[src/rtl/vicuna_ctrl_pkg.sv]
// rtl/vicuna_ctrl_pkg.sv - shared constants and types for the Vicuna core controller
package vicuna_ctrl_pkg;

   localparam int unsigned SourceWidth = 8;

   localparam logic [31:0] OffCtrl         = 32'h00;
   localparam logic [31:0] OffStatus       = 32'h04;
   localparam logic [31:0] OffIntrState    = 32'h08;
   localparam logic [31:0] OffIntrEnable   = 32'h0C;
   localparam logic [31:0] OffBootAddrBase = 32'h10;
   localparam logic [31:0] OffCyclesBase   = 32'h40;

   localparam int unsigned CtrlStartBase = 0;
   localparam int unsigned CtrlAbortBase = 16;

   localparam logic [2:0] OpPutFull       = 3'd0;
   localparam logic [2:0] OpPutPartial    = 3'd1;
   localparam logic [2:0] OpGet           = 3'd4;
   localparam logic [2:0] OpAccessAck     = 3'd0;
   localparam logic [2:0] OpAccessAckData = 3'd1;

   typedef enum logic [1:0] {
      CoreIdle  = 2'd0,
      CoreReset = 2'd1,
      CoreRun   = 2'd2,
      CoreDone  = 2'd3
   } core_state_e;

endpackage

[src/rtl/vicuna_ctrl_if.sv]
// rtl/vicuna_ctrl_if.sv - TL-UL register port bundle between host and controller
interface vicuna_ctrl_if;
   import vicuna_ctrl_pkg::*;

   logic                   a_valid;
   logic                   a_ready;
   logic [2:0]             a_opcode;
   logic [31:0]            a_address;
   logic [31:0]            a_data;
   logic [3:0]             a_mask;
   logic [1:0]             a_size;
   logic [SourceWidth-1:0] a_source;

   logic                   d_valid;
   logic                   d_ready;
   logic [2:0]             d_opcode;
   logic [31:0]            d_data;
   logic                   d_error;
   logic [1:0]             d_size;
   logic [SourceWidth-1:0] d_source;

   modport master (
      output a_valid, a_opcode, a_address, a_data, a_mask, a_size, a_source, d_ready,
      input  a_ready, d_valid, d_opcode, d_data, d_error, d_size, d_source
   );

   modport slave (
      input  a_valid, a_opcode, a_address, a_data, a_mask, a_size, a_source, d_ready,
      output a_ready, d_valid, d_opcode, d_data, d_error, d_size, d_source
   );

endinterface

[src/rtl/vicuna_ctrl_core_fsm.sv]
// rtl/vicuna_ctrl_core_fsm.sv - per-core launch FSM, reset hold, boot shadow and run-cycle counter
module vicuna_ctrl_core_fsm
   import vicuna_ctrl_pkg::*;
#(
   parameter int unsigned ResetCycles = 8,
   parameter int unsigned CycleWidth  = 32
) (
   input  logic        clk_i,
   input  logic        rst_ni,
   input  logic        start,
   input  logic        abort,
   input  logic        core_done,
   input  logic [31:0] boot_addr,
   output core_state_e state,
   output logic [31:0] cycles,
   output logic        done_set,
   output logic        core_rst_n,
   output logic        fetch_en,
   output logic [31:0] core_boot_addr
);

   localparam int unsigned HoldWidth = (ResetCycles > 1) ? $clog2(ResetCycles) : 1;
   localparam logic [HoldWidth-1:0] HoldLast = HoldWidth'(ResetCycles - 1);

   core_state_e           state_q, state_d;
   logic [HoldWidth-1:0]  hold_q;
   logic [CycleWidth-1:0] cnt_q;
   logic [31:0]           shadow_q;
   logic                  enter_reset;

   always_comb begin
      state_d     = state_q;
      enter_reset = 1'b0;
      done_set    = 1'b0;
      unique case (state_q)
         CoreIdle, CoreDone: begin
            if (start && !abort) begin
               state_d     = CoreReset;
               enter_reset = 1'b1;
            end
         end
         CoreReset: begin
            if (hold_q == HoldLast) state_d = CoreRun;
         end
         CoreRun: begin
            if (core_done) begin
               state_d  = CoreDone;
               done_set = 1'b1;
            end
         end
         default: ;
      endcase
      // Abort overrides everything, including a completion seen in the same cycle.
      if (abort && state_q != CoreIdle) begin
         state_d  = CoreIdle;
         done_set = 1'b0;
      end
   end

   always_ff @(posedge clk_i) begin
      if (!rst_ni) begin
         state_q  <= CoreIdle;
         hold_q   <= '0;
         cnt_q    <= '0;
         shadow_q <= '0;
      end else begin
         state_q <= state_d;
         if (enter_reset) begin
            hold_q   <= '0;
            cnt_q    <= '0;
            shadow_q <= boot_addr;
         end else if (state_q == CoreReset && state_d == CoreReset) begin
            hold_q <= hold_q + HoldWidth'(1);
         end else if (state_q == CoreRun && state_d == CoreRun && !(&cnt_q)) begin
            cnt_q <= cnt_q + CycleWidth'(1);
         end
      end
   end

   assign state          = state_q;
   assign cycles         = 32'(cnt_q);
   assign core_rst_n     = (state_q == CoreRun);
   assign fetch_en       = (state_q == CoreRun);
   assign core_boot_addr = shadow_q;

endmodule

[src/rtl/vicuna_ctrl.sv]
// rtl/vicuna_ctrl.sv - TL-UL register block that launches, supervises and stops Vicuna cores
module vicuna_ctrl
   import vicuna_ctrl_pkg::*;
#(
   parameter int unsigned NumCores        = 2,
   parameter int unsigned ResetCycles     = 8,
   parameter logic [31:0] DefaultBootAddr = 32'h0,
   parameter int unsigned CycleWidth      = 32
) (
   input  logic                   clk_i,
   input  logic                   rst_ni,
   vicuna_ctrl_if.slave           tl,
   output logic [NumCores-1:0]    core_rst_no,
   output logic [NumCores-1:0]    core_fetch_en_o,
   output logic [NumCores*32-1:0] core_boot_addr_o,
   input  logic [NumCores-1:0]    core_done_i,
   output logic                   intr_done_o
);

   logic                   rsp_valid_q;
   logic                   rsp_error_q;
   logic [2:0]             rsp_opcode_q;
   logic [31:0]            rsp_data_q;
   logic [1:0]             rsp_size_q;
   logic [SourceWidth-1:0] rsp_source_q;

   logic [NumCores-1:0]        intr_state_q;
   logic [NumCores-1:0]        intr_enable_q;
   logic                       intr_done_q;
   logic [NumCores-1:0][31:0]  boot_addr_q;
   logic [NumCores-1:0][31:0]  cycles;
   logic [NumCores-1:0][1:0]   core_state;

   logic [NumCores-1:0]   start, abort, done_set, boot_sel, intr_clr;
   logic [2*NumCores-1:0] status;
   logic                  accept, is_get, is_put, hit, ro, err, wr_ok;
   logic [31:0]           rdata;

   assign accept = tl.a_valid && tl.a_ready;
   assign is_get = (tl.a_opcode == OpGet);
   assign is_put = (tl.a_opcode == OpPutFull) || (tl.a_opcode == OpPutPartial);
   assign wr_ok  = accept && is_put && !err;

   always_comb begin
      hit      = 1'b0;
      ro       = 1'b0;
      rdata    = '0;
      boot_sel = '0;
      status   = '0;
      for (int n = 0; n < NumCores; n++) status[2*n +: 2] = core_state[n];
      case (tl.a_address)
         OffCtrl:       hit = 1'b1;
         OffStatus:     begin hit = 1'b1; ro = 1'b1; rdata = 32'(status); end
         OffIntrState:  begin hit = 1'b1; rdata = 32'(intr_state_q); end
         OffIntrEnable: begin hit = 1'b1; rdata = 32'(intr_enable_q); end
         default: ;
      endcase
      for (int n = 0; n < NumCores; n++) begin
         if (tl.a_address == OffBootAddrBase + 32'(4*n)) begin
            hit         = 1'b1;
            boot_sel[n] = 1'b1;
            rdata       = boot_addr_q[n];
         end
         if (tl.a_address == OffCyclesBase + 32'(4*n)) begin
            hit   = 1'b1;
            ro    = 1'b1;
            rdata = cycles[n];
         end
      end
      err = (tl.a_size != 2'd2) || !(is_get || is_put) || !hit ||
            (is_put && (tl.a_mask != 4'hF || ro));
   end

   always_comb begin
      start    = '0;
      abort    = '0;
      intr_clr = '0;
      for (int n = 0; n < NumCores; n++) begin
         start[n]    = wr_ok && (tl.a_address == OffCtrl) && tl.a_data[CtrlStartBase + n];
         abort[n]    = wr_ok && (tl.a_address == OffCtrl) && tl.a_data[CtrlAbortBase + n];
         intr_clr[n] = wr_ok && (tl.a_address == OffIntrState) && tl.a_data[n];
      end
   end

   for (genvar n = 0; n < NumCores; n++) begin : g_core
      vicuna_ctrl_core_fsm #(
         .ResetCycles (ResetCycles),
         .CycleWidth  (CycleWidth)
      ) u_fsm (
         .clk_i          (clk_i),
         .rst_ni         (rst_ni),
         .start          (start[n]),
         .abort          (abort[n]),
         .core_done      (core_done_i[n]),
         .boot_addr      (boot_addr_q[n]),
         .state          (core_state[n]),
         .cycles         (cycles[n]),
         .done_set       (done_set[n]),
         .core_rst_n     (core_rst_no[n]),
         .fetch_en       (core_fetch_en_o[n]),
         .core_boot_addr (core_boot_addr_o[32*n +: 32])
      );
   end

   always_ff @(posedge clk_i) begin
      if (!rst_ni) begin
         rsp_valid_q   <= 1'b0;
         rsp_error_q   <= 1'b0;
         rsp_opcode_q  <= '0;
         rsp_data_q    <= '0;
         rsp_size_q    <= '0;
         rsp_source_q  <= '0;
         intr_state_q  <= '0;
         intr_enable_q <= '0;
         intr_done_q   <= 1'b0;
         for (int n = 0; n < NumCores; n++) boot_addr_q[n] <= DefaultBootAddr;
      end else begin
         if (accept) begin
            rsp_valid_q  <= 1'b1;
            rsp_error_q  <= err;
            rsp_opcode_q <= is_get ? OpAccessAckData : OpAccessAck;
            rsp_data_q   <= (is_get && !err) ? rdata : '0;
            rsp_size_q   <= tl.a_size;
            rsp_source_q <= tl.a_source;
         end else if (tl.d_ready) begin
            rsp_valid_q <= 1'b0;
         end
         if (wr_ok && tl.a_address == OffIntrEnable) intr_enable_q <= tl.a_data[NumCores-1:0];
         for (int n = 0; n < NumCores; n++) begin
            if (wr_ok && boot_sel[n]) boot_addr_q[n] <= tl.a_data;
         end
         // A completion landing in the same cycle as its W1C clear stays pending.
         intr_state_q <= (intr_state_q & ~intr_clr) | done_set;
         intr_done_q  <= |(intr_state_q & intr_enable_q);
      end
   end

   assign tl.a_ready   = !rsp_valid_q;
   assign tl.d_valid   = rsp_valid_q;
   assign tl.d_opcode  = rsp_opcode_q;
   assign tl.d_data    = rsp_data_q;
   assign tl.d_error   = rsp_error_q;
   assign tl.d_size    = rsp_size_q;
   assign tl.d_source  = rsp_source_q;
   assign intr_done_o  = intr_done_q;

endmodule

[src/flat_wrapper.sv]
// flat-port wrapper written by rule: the top's interface ports become plain ports
module vicuna_ctrl_flat import vicuna_ctrl_pkg::*;
#(
   parameter int unsigned NumCores        = 2,
   parameter int unsigned ResetCycles     = 8,
   parameter logic [31:0] DefaultBootAddr = 32'h0,
   parameter int unsigned CycleWidth      = 32
)
  (clk_i, rst_ni, core_rst_no, core_fetch_en_o, core_boot_addr_o, core_done_i, intr_done_o, tl_a_valid, tl_a_opcode, tl_a_address, tl_a_data, tl_a_mask, tl_a_size, tl_a_source, tl_d_ready, tl_a_ready, tl_d_valid, tl_d_opcode, tl_d_data, tl_d_error, tl_d_size, tl_d_source);
  vicuna_ctrl_if tl_i ();
  input  logic clk_i;
  input  logic rst_ni;
  output logic [NumCores-1:0] core_rst_no;
  output logic [NumCores-1:0] core_fetch_en_o;
  output logic [NumCores*32-1:0] core_boot_addr_o;
  input  logic [NumCores-1:0] core_done_i;
  output logic intr_done_o;
  input wire logic [$bits(tl_i.a_valid)-1:0] tl_a_valid;
  input wire logic [$bits(tl_i.a_opcode)-1:0] tl_a_opcode;
  input wire logic [$bits(tl_i.a_address)-1:0] tl_a_address;
  input wire logic [$bits(tl_i.a_data)-1:0] tl_a_data;
  input wire logic [$bits(tl_i.a_mask)-1:0] tl_a_mask;
  input wire logic [$bits(tl_i.a_size)-1:0] tl_a_size;
  input wire logic [$bits(tl_i.a_source)-1:0] tl_a_source;
  input wire logic [$bits(tl_i.d_ready)-1:0] tl_d_ready;
  output wire logic [$bits(tl_i.a_ready)-1:0] tl_a_ready;
  output wire logic [$bits(tl_i.d_valid)-1:0] tl_d_valid;
  output wire logic [$bits(tl_i.d_opcode)-1:0] tl_d_opcode;
  output wire logic [$bits(tl_i.d_data)-1:0] tl_d_data;
  output wire logic [$bits(tl_i.d_error)-1:0] tl_d_error;
  output wire logic [$bits(tl_i.d_size)-1:0] tl_d_size;
  output wire logic [$bits(tl_i.d_source)-1:0] tl_d_source;
  assign tl_i.a_valid = tl_a_valid;
  assign tl_i.a_opcode = tl_a_opcode;
  assign tl_i.a_address = tl_a_address;
  assign tl_i.a_data = tl_a_data;
  assign tl_i.a_mask = tl_a_mask;
  assign tl_i.a_size = tl_a_size;
  assign tl_i.a_source = tl_a_source;
  assign tl_i.d_ready = tl_d_ready;
  assign tl_a_ready = tl_i.a_ready;
  assign tl_d_valid = tl_i.d_valid;
  assign tl_d_opcode = tl_i.d_opcode;
  assign tl_d_data = tl_i.d_data;
  assign tl_d_error = tl_i.d_error;
  assign tl_d_size = tl_i.d_size;
  assign tl_d_source = tl_i.d_source;
  vicuna_ctrl #(.NumCores(NumCores), .ResetCycles(ResetCycles), .DefaultBootAddr(DefaultBootAddr), .CycleWidth(CycleWidth)) u_core (.clk_i(clk_i), .rst_ni(rst_ni), .tl(tl_i), .core_rst_no(core_rst_no), .core_fetch_en_o(core_fetch_en_o), .core_boot_addr_o(core_boot_addr_o), .core_done_i(core_done_i), .intr_done_o(intr_done_o));
endmodule
[config.mk]
export PLATFORM = sky130hd
export DESIGN_NAME = vicuna_ctrl_flat
export DESIGN_NICKNAME = d
export VERILOG_FILES = /design/src/rtl/vicuna_ctrl_pkg.sv /design/src/rtl/vicuna_ctrl_if.sv /design/src/rtl/vicuna_ctrl_core_fsm.sv /design/src/rtl/vicuna_ctrl.sv /design/src/flat_wrapper.sv
export SDC_FILE = /design/constraint.sdc
export NUM_CORES = 1
export LEC_CHECK = 0
export BUFFER_PORTS_ARGS = -buffer_cell sky130_fd_sc_hd__buf_2
export CAP_MARGIN = 20
export CORE_AREA = 2 2 147 149
export DETAILED_ROUTE_END_ITERATION = 10
export DIE_AREA = 0 0 149 151
export GPL_ROUTABILITY_DRIVEN = 0
export MAX_ROUTING_LAYER = met4
export PLACE_DENSITY = 0.78
export SLEW_MARGIN = 20
export SYNTH_ARGS = -nofsm -noshare
export SYNTH_HDL_FRONTEND = slang
export SYNTH_SLANG_ARGS = --single-unit
[constraint.sdc]
create_clock -name clk_i -period 4.3 [get_ports clk_i]
set_input_delay 0.86 -clock clk_i [delete_from_list [all_inputs] [get_ports clk_i]]
set_output_delay 0.86 -clock clk_i [all_outputs]
set_load 0.03 [all_outputs]
Yosys cells after proc, flatten, opt, wreduce, memory -nomap -nowiden --
Cells that the tools add are included.
Operators by class: add/sub/neg operators 4, eq/ne operators 23, muxes and demuxes 39, bitwise logic cells 7, reductions and logical operators 57
Operators by type and width (count):
- 32-bit two-way mux | 5
- 32-bit by 1-bit adder with 32-bit output, second input constant | 2
- 32-bit by 4-bit == test with 1-bit output, second input constant | 2
- 32-bit by 5-bit == test with 1-bit output, second input constant | 2
- 32-bit by 7-bit == test with 1-bit output, second input constant | 2
- 32-bit AND reduction | 2
- 32-bit by 3-bit == test with 1-bit output, second input constant | 1
- 32-bit logical NOT | 1
- 1-bit logical AND | 26
- 1-bit two-way mux | 23
- 2-bit two-way mux | 8
- 2-bit == test, second input constant | 6
- 2-bit one-hot mux with 3 select lines | 2
- 4-bit one-hot mux with 3 select lines | 1
- 2-bit OR reduction | 5
- 3-bit == test, second input constant | 3
- 2-bit by 1-bit == test with 1-bit output, second input constant | 4
- 1-bit logical NOT | 8
- 3-bit by 1-bit adder with 3-bit output, second input constant | 2
- 1-bit logical OR | 6
- 2-bit nonzero test | 3
- 2-bit bitwise AND | 2
- 2-bit logical NOT | 2
- 4-bit != test, second input constant | 1
- other kinds (8) | 11
Word-level totals: register bits after elaboration 254, bits of input ports 87, output and inout port bits 117, logic and storage cells 149

Logic depth before layout (Yosys ltp) --
depth after elaboration 23, depth in mapped cells 11, mapped depth without buffers 8

Cells and area by module --
A second synthesis with hierarchy kept.
Second synthesis, totals: cells, all modules 1387, area total of the unflattened synthesis 11553.6 µm²
Modules (own cells, without submodules):
- vicuna_ctrl_core_fsm | instances 2, cells an instance 388, area each 3115.5 µm², seq. area each 1381.3 µm²
- vicuna_ctrl | instances 1, cells an instance 611, area each 5322.6 µm², seq. area each 2282.2 µm²

Worst setup path after synthesis --
OpenSTA, ideal clock, no wires.
path kind input to register, start input port tl_a_address[31], end register u_core.g_core[1].u_fsm.cnt_q[20], library setup time 0.115 ns, arrival 3.230 ns, required time 4.185 ns, setup slack 0.956 ns, stages 9, path buffers 3, cells stage by stage or4_1 or3_1 or4b_1 buf_2 o32ai_4 buf_6 buf_6 nor4_1 o21a_1
On the way: word-level cells in the longest chain between the ends 23, elaborated cells on any way between the ends 43, those cells by class 9 x eq/ne; 13 x mux; 1 x bitwise; 20 x reduce/logical
RTL lines:
- start, declared | line flat_wrapper.sv:20 | input wire logic [$bits(tl_i.a_address)-1:0] tl_a_address;
- 32-bit by 3-bit == test with 1-bit output, or another cell as far along | line vicuna_ctrl.sv:51 | case (tl.a_address)
- 4-bit OR reduction (no source line)
- 1-bit two-way mux | line vicuna_ctrl.sv:51
- 1-bit two-way mux | line vicuna_ctrl.sv:59 | if (tl.a_address == OffBootAddrBase + 32'(4*n)) begin
- 1-bit two-way mux | line vicuna_ctrl.sv:64 | if (tl.a_address == OffCyclesBase + 32'(4*n)) begin
- 1-bit two-way mux | line vicuna_ctrl.sv:59
- 1-bit two-way mux | line vicuna_ctrl.sv:64
- 1-bit logical NOT | line vicuna_ctrl.sv:70 | err = (tl.a_size != 2'd2) || !(is_get || is_put) || !hit ||
- [... 7 more ...]
- 1-bit logical AND | line vicuna_ctrl_core_fsm.sv:37 | if (start && !abort) begin
- 2-bit two-way mux | line vicuna_ctrl_core_fsm.sv:37
- 2-bit one-hot mux with 3 select lines | line vicuna_ctrl_core_fsm.sv:35 | unique case (state_q)
- 2-bit two-way mux | line vicuna_ctrl_core_fsm.sv:54 | if (abort && state_q != CoreIdle) begin
- 2-bit == test or 2-bit by 1-bit == test with 1-bit output (tied branches) | line vicuna_ctrl_core_fsm.sv:74, vicuna_ctrl_core_fsm.sv:72
- 1-bit logical AND (on tied branches) | line vicuna_ctrl_core_fsm.sv:74, vicuna_ctrl_core_fsm.sv:72
- 1-bit logical AND or 1-bit NOT (tied branches)
- 2-bit AND reduction (no source line)
- end signal, assigned | line vicuna_ctrl_core_fsm.sv:75 | cnt_q <= cnt_q + CycleWidth'(1);
- end, declared | line vicuna_ctrl_core_fsm.sv:27 | logic [CycleWidth-1:0] cnt_q;
Mark *: on every way between the ends. The rest lies on a longest branch, timed or not. A chain may end at the register's enable or synchronous reset.

Worst setup path after layout --
start input port tl_a_address[5], end register u_core.g_core[0].u_fsm.shadow_q[14]
On the way: word-level cells in the longest chain between the ends 18, elaborated cells on any way between the ends 31, those cells by class 7 x eq/ne; 10 x mux; 14 x reduce/logical
RTL lines:
- 32-bit by 3-bit == test with 1-bit output, or another cell as far along | line vicuna_ctrl.sv:51
- 4-bit OR reduction (no source line)
- 1-bit two-way mux | line vicuna_ctrl.sv:51
- 1-bit two-way mux | line vicuna_ctrl.sv:59
- 1-bit two-way mux | line vicuna_ctrl.sv:64
- 1-bit two-way mux | line vicuna_ctrl.sv:59
- 1-bit two-way mux | line vicuna_ctrl.sv:64
- 1-bit logical NOT | line vicuna_ctrl.sv:70
- 1-bit logical OR (2 in a row) | line vicuna_ctrl.sv:70
- 1-bit logical NOT | line vicuna_ctrl.sv:42 | assign wr_ok = accept && is_put && !err;
- 1-bit logical AND | line vicuna_ctrl.sv:42
- 1-bit logical AND * | line vicuna_ctrl.sv:79, vicuna_ctrl.sv:80
- 1-bit logical AND | line vicuna_ctrl.sv:80 | abort[n] = wr_ok && (tl.a_address == OffCtrl) && tl.a_data[CtrlAbortBase + n];
- 1-bit logical NOT | line vicuna_ctrl_core_fsm.sv:37
- 1-bit logical AND * | line vicuna_ctrl_core_fsm.sv:37
- 1-bit two-way mux * | line vicuna_ctrl_core_fsm.sv:37
- 1-bit two-way mux * | line vicuna_ctrl_core_fsm.sv:35
- end signal, assigned | line vicuna_ctrl_core_fsm.sv:71 | shadow_q <= boot_addr;
- end, declared | line vicuna_ctrl_core_fsm.sv:28 | logic [31:0] shadow_q;
Marked as above.

==> metrics.cfg <==
[run_status]
status=finished clean

[cts]
cts_hold_buf=0
post_cts_buffers=0
clk_pin_slew_ps=60
clk_latency_ps=530
cts_buffers=25
cts_tree=built
htreeDepth=1
clkSinkCount=252
clk_path_buf_depth=3
cts_resized=0
clock-root-buffer=clkbuf_16

[grt]
grt_max_degree=86
grt.busiest_layer=met2
grt_pass1_wl_um=54000
gr-usage-met2_pct=50.5
use_met1_pct=39.2
met3_usage_pct=4.04
grt_pass1_vias=10238
antenna_found_initial=1
overflow=0
grt_usage_pct=30.8

[finish]
regArea_um2=5040
final_nets=1640
drive_gt1_share_pct=18.8
finish.instance_area_um2=13300
areaGrowthSynthToFinish_pct=17.2
fill_cells=1803
final_cell_mix=nand2_1, dfxtp_1, buf_2, a21oi_1, nor2_1
final_common_cell=nand2_1
multi_input_area_um2=5790

[setup_path]
crit_slowest_cell=or4_1
regToRegSetupSlack_ps=1180
r2r-end=u_core.g_core[1].u_fsm.cycles[10]
crit_chain=buf_2 -> or4_1 -> or3_1 -> buf_4 -> nor4b_2 -> buf_4 -> and2_1 -> buf_4 -> nand2_1 -> a21oi_1
start_kind=primary input
slowest_delay_ps=550
crit_type=in -> reg
cp.required_ps=4740
cpMostUsedCell=buf_4
r2r_start=u_core.g_core[1].u_fsm.state[0]
reg2reg_depth=8
arrival_ps=3810
crit_path_end_kind=flop
cp_max_fo=22

[timing]
skew_ps=17.7
worst_slew_pin_slew_ps=890
hold_viol=0
max_freq_mhz=297
rsz0062_at_grt=no
tns_ps=0
final_max_slew_viol_count=0
fin_crit_ps=3370
slew_headroom_pct=40.7
timing.final.crit_share_pct=78.4
setup_viol=0

[hold_path]
worstHoldStart=u_core.g_core[1].u_fsm.core_boot_addr[5]
min_path_cells=2
holdPathEnd=u_core.g_core[1].u_fsm.core_boot_addr[5]
hp-class=reg -> reg

[power_and_ir_drop]
peakVddDrop_mv=0.229
power_density_nw_per_um2=353
leakage_nw=5.04

[drt]
totalWireLength_um=34800
ant_nets=0
vias_per_cell=6.16
drt_iter0_drc=1115
drcViolationCount=0
first_pass_iters=8
wl_per_cell_um=19.0
dr_total_vias=11271

[synthesis]
postSynthAreaPerCell_um2=8.25
async_flop_share_pct=0
syn-cell-area_um2=11300
ys.flop_type=dfxtp_1
synth_edf_count=0
yosys_warnings=0
synth-seq-cells=252
synth_cell_types=67
syn_inst=1376
ys_seq_area_share_pct=44.4

[floorplanning]
fp.dieH_um=151
rows=53
die-area_um2=22500
ios=204
die_x_um=149
core_area_um2=20800
start_util_pct=54.5

[placement]
io_buffer_count=201
dpl_cell_area_um2=12500
dp_hpwl_um=24600

[flow_run]
drv_cap=0

## cells by family (layout without fill, tap and decap cells)
family	count (synthesis)	in the layout	synth area share, %
simple gates	577	577	24.5
mux	45	45	3.97
flops	252	252	44.4
buf+inv	119	295	4.81
compound gates	367	367	20.6
other cells	1	3	0.0330
fa+ha+maj	15	15	1.63
## power by group
part | leakage [nW] | internal (W) | switching, W
Combinational | 2.64 | 0.0000695 | 0.000180
Clock | 0.368 | 0.00120 | 0.000901
Sequential | 2.03 | 0.00234 | 0.00000619
Total | 5.04 | 0.00362 | 0.00109
## synthesized netlist by cell type, types with 23 or more instances
cell type  count  area [µm²]
a222oi_1      23         230
clkbuf_1      61         229
nand2_1      301        1130
a22o_1        26         228
a21oi_1      174         871
o31ai_1       40         300
o21ai_0       43         215
nand3_1       31         155
or4_1         44         330
buf_2         28         140
dfxtp_1      252        5040
nor2_1        65         244
mux2i_1       45         450
nand4_1       31         194
## worst max-delay path by stage
stage / start / to / slack (ps) / cells after the start
floorplan: tl_a_address[31] / u_core.g_core[1].u_fsm.cycles[20] / 960 / 9
global placement: tl_a_address[5] / u_core.g_core[1].u_fsm.cycles[5] / 460 / 8
detailed placement: tl_a_address[5] / u_core.g_core[1].u_fsm.cycles[5] / 430 / 8
CTS: tl_a_address[5] / u_core.g_core[0].u_fsm.core_boot_addr[14] / 940 / 10
global route: tl_a_address[31] / u_core.g_core[0].u_fsm.core_boot_addr[14] / 750 / 10
finish: tl_a_address[5] / u_core.g_core[0].u_fsm.core_boot_addr[14] / 930 / 10
## critical path, delay by kind of cell
kind / cells / cell delay (ps)
buffers and inverters: 4 / 980
AOI/OAI and AO/OA: 1 / 160
and+or+nand+nor: 5 / 1790
## final cells by class
| type | count | area share, % |
|---|---|---|
| multi-input cells | 1006 | 43.5 |
| diodes | 1 | 0.0188 |
| inverters | 15 | 0.442 |
| well taps | 275 | 2.59 |
| flip-flops and latches | 252 | 37.9 |
| clock inverters | 8 | 0.743 |
| repair buffers | 239 | 9.80 |
| clock buffers | 33 | 5.00 |
## per-stage QoR
step                util (%)  hold WS [ps]  cells  power (W)  worst slack [ps]
CTS                     63.9           451   1828    0.00471               938
floorplan                  -           438   1377    0.00255               956
global route            63.9           464   1829    0.00484               755
detailed placement      60.2           439   1787    0.00265               431
global placement        60.2           435   1787    0.00264               457
finish                  63.9           448   1829    0.00470               928
## state kept, by name, indices dropped and copies added, names as in the netlist
name / flops
u_core.boot_addr_q: 64
u_core.g_core.u_fsm.core_boot_addr: 64
u_core.g_core.u_fsm.cycles: 64
u_core.g_core.u_fsm.hold_q: 6
u_core.g_core.u_fsm.state: 4
u_core.intr_done_o: 1
u_core.intr_enable_q: 2
u_core.intr_state_q: 2
u_core.tl.d_data: 32
u_core.tl.d_error: 1
u_core.tl.d_opcode: 1
u_core.tl.d_size: 2
u_core.tl.d_source: 8
u_core.tl.d_valid: 1
## layer usage
layer / wire (µm) / share of wire, %
met1: 14800 / 42
met2: 16300 / 47
met3: 2540 / 7.3
met4: 1180 / 3.4
met5: 0 / 0
(Power assumes the default switching activity.)
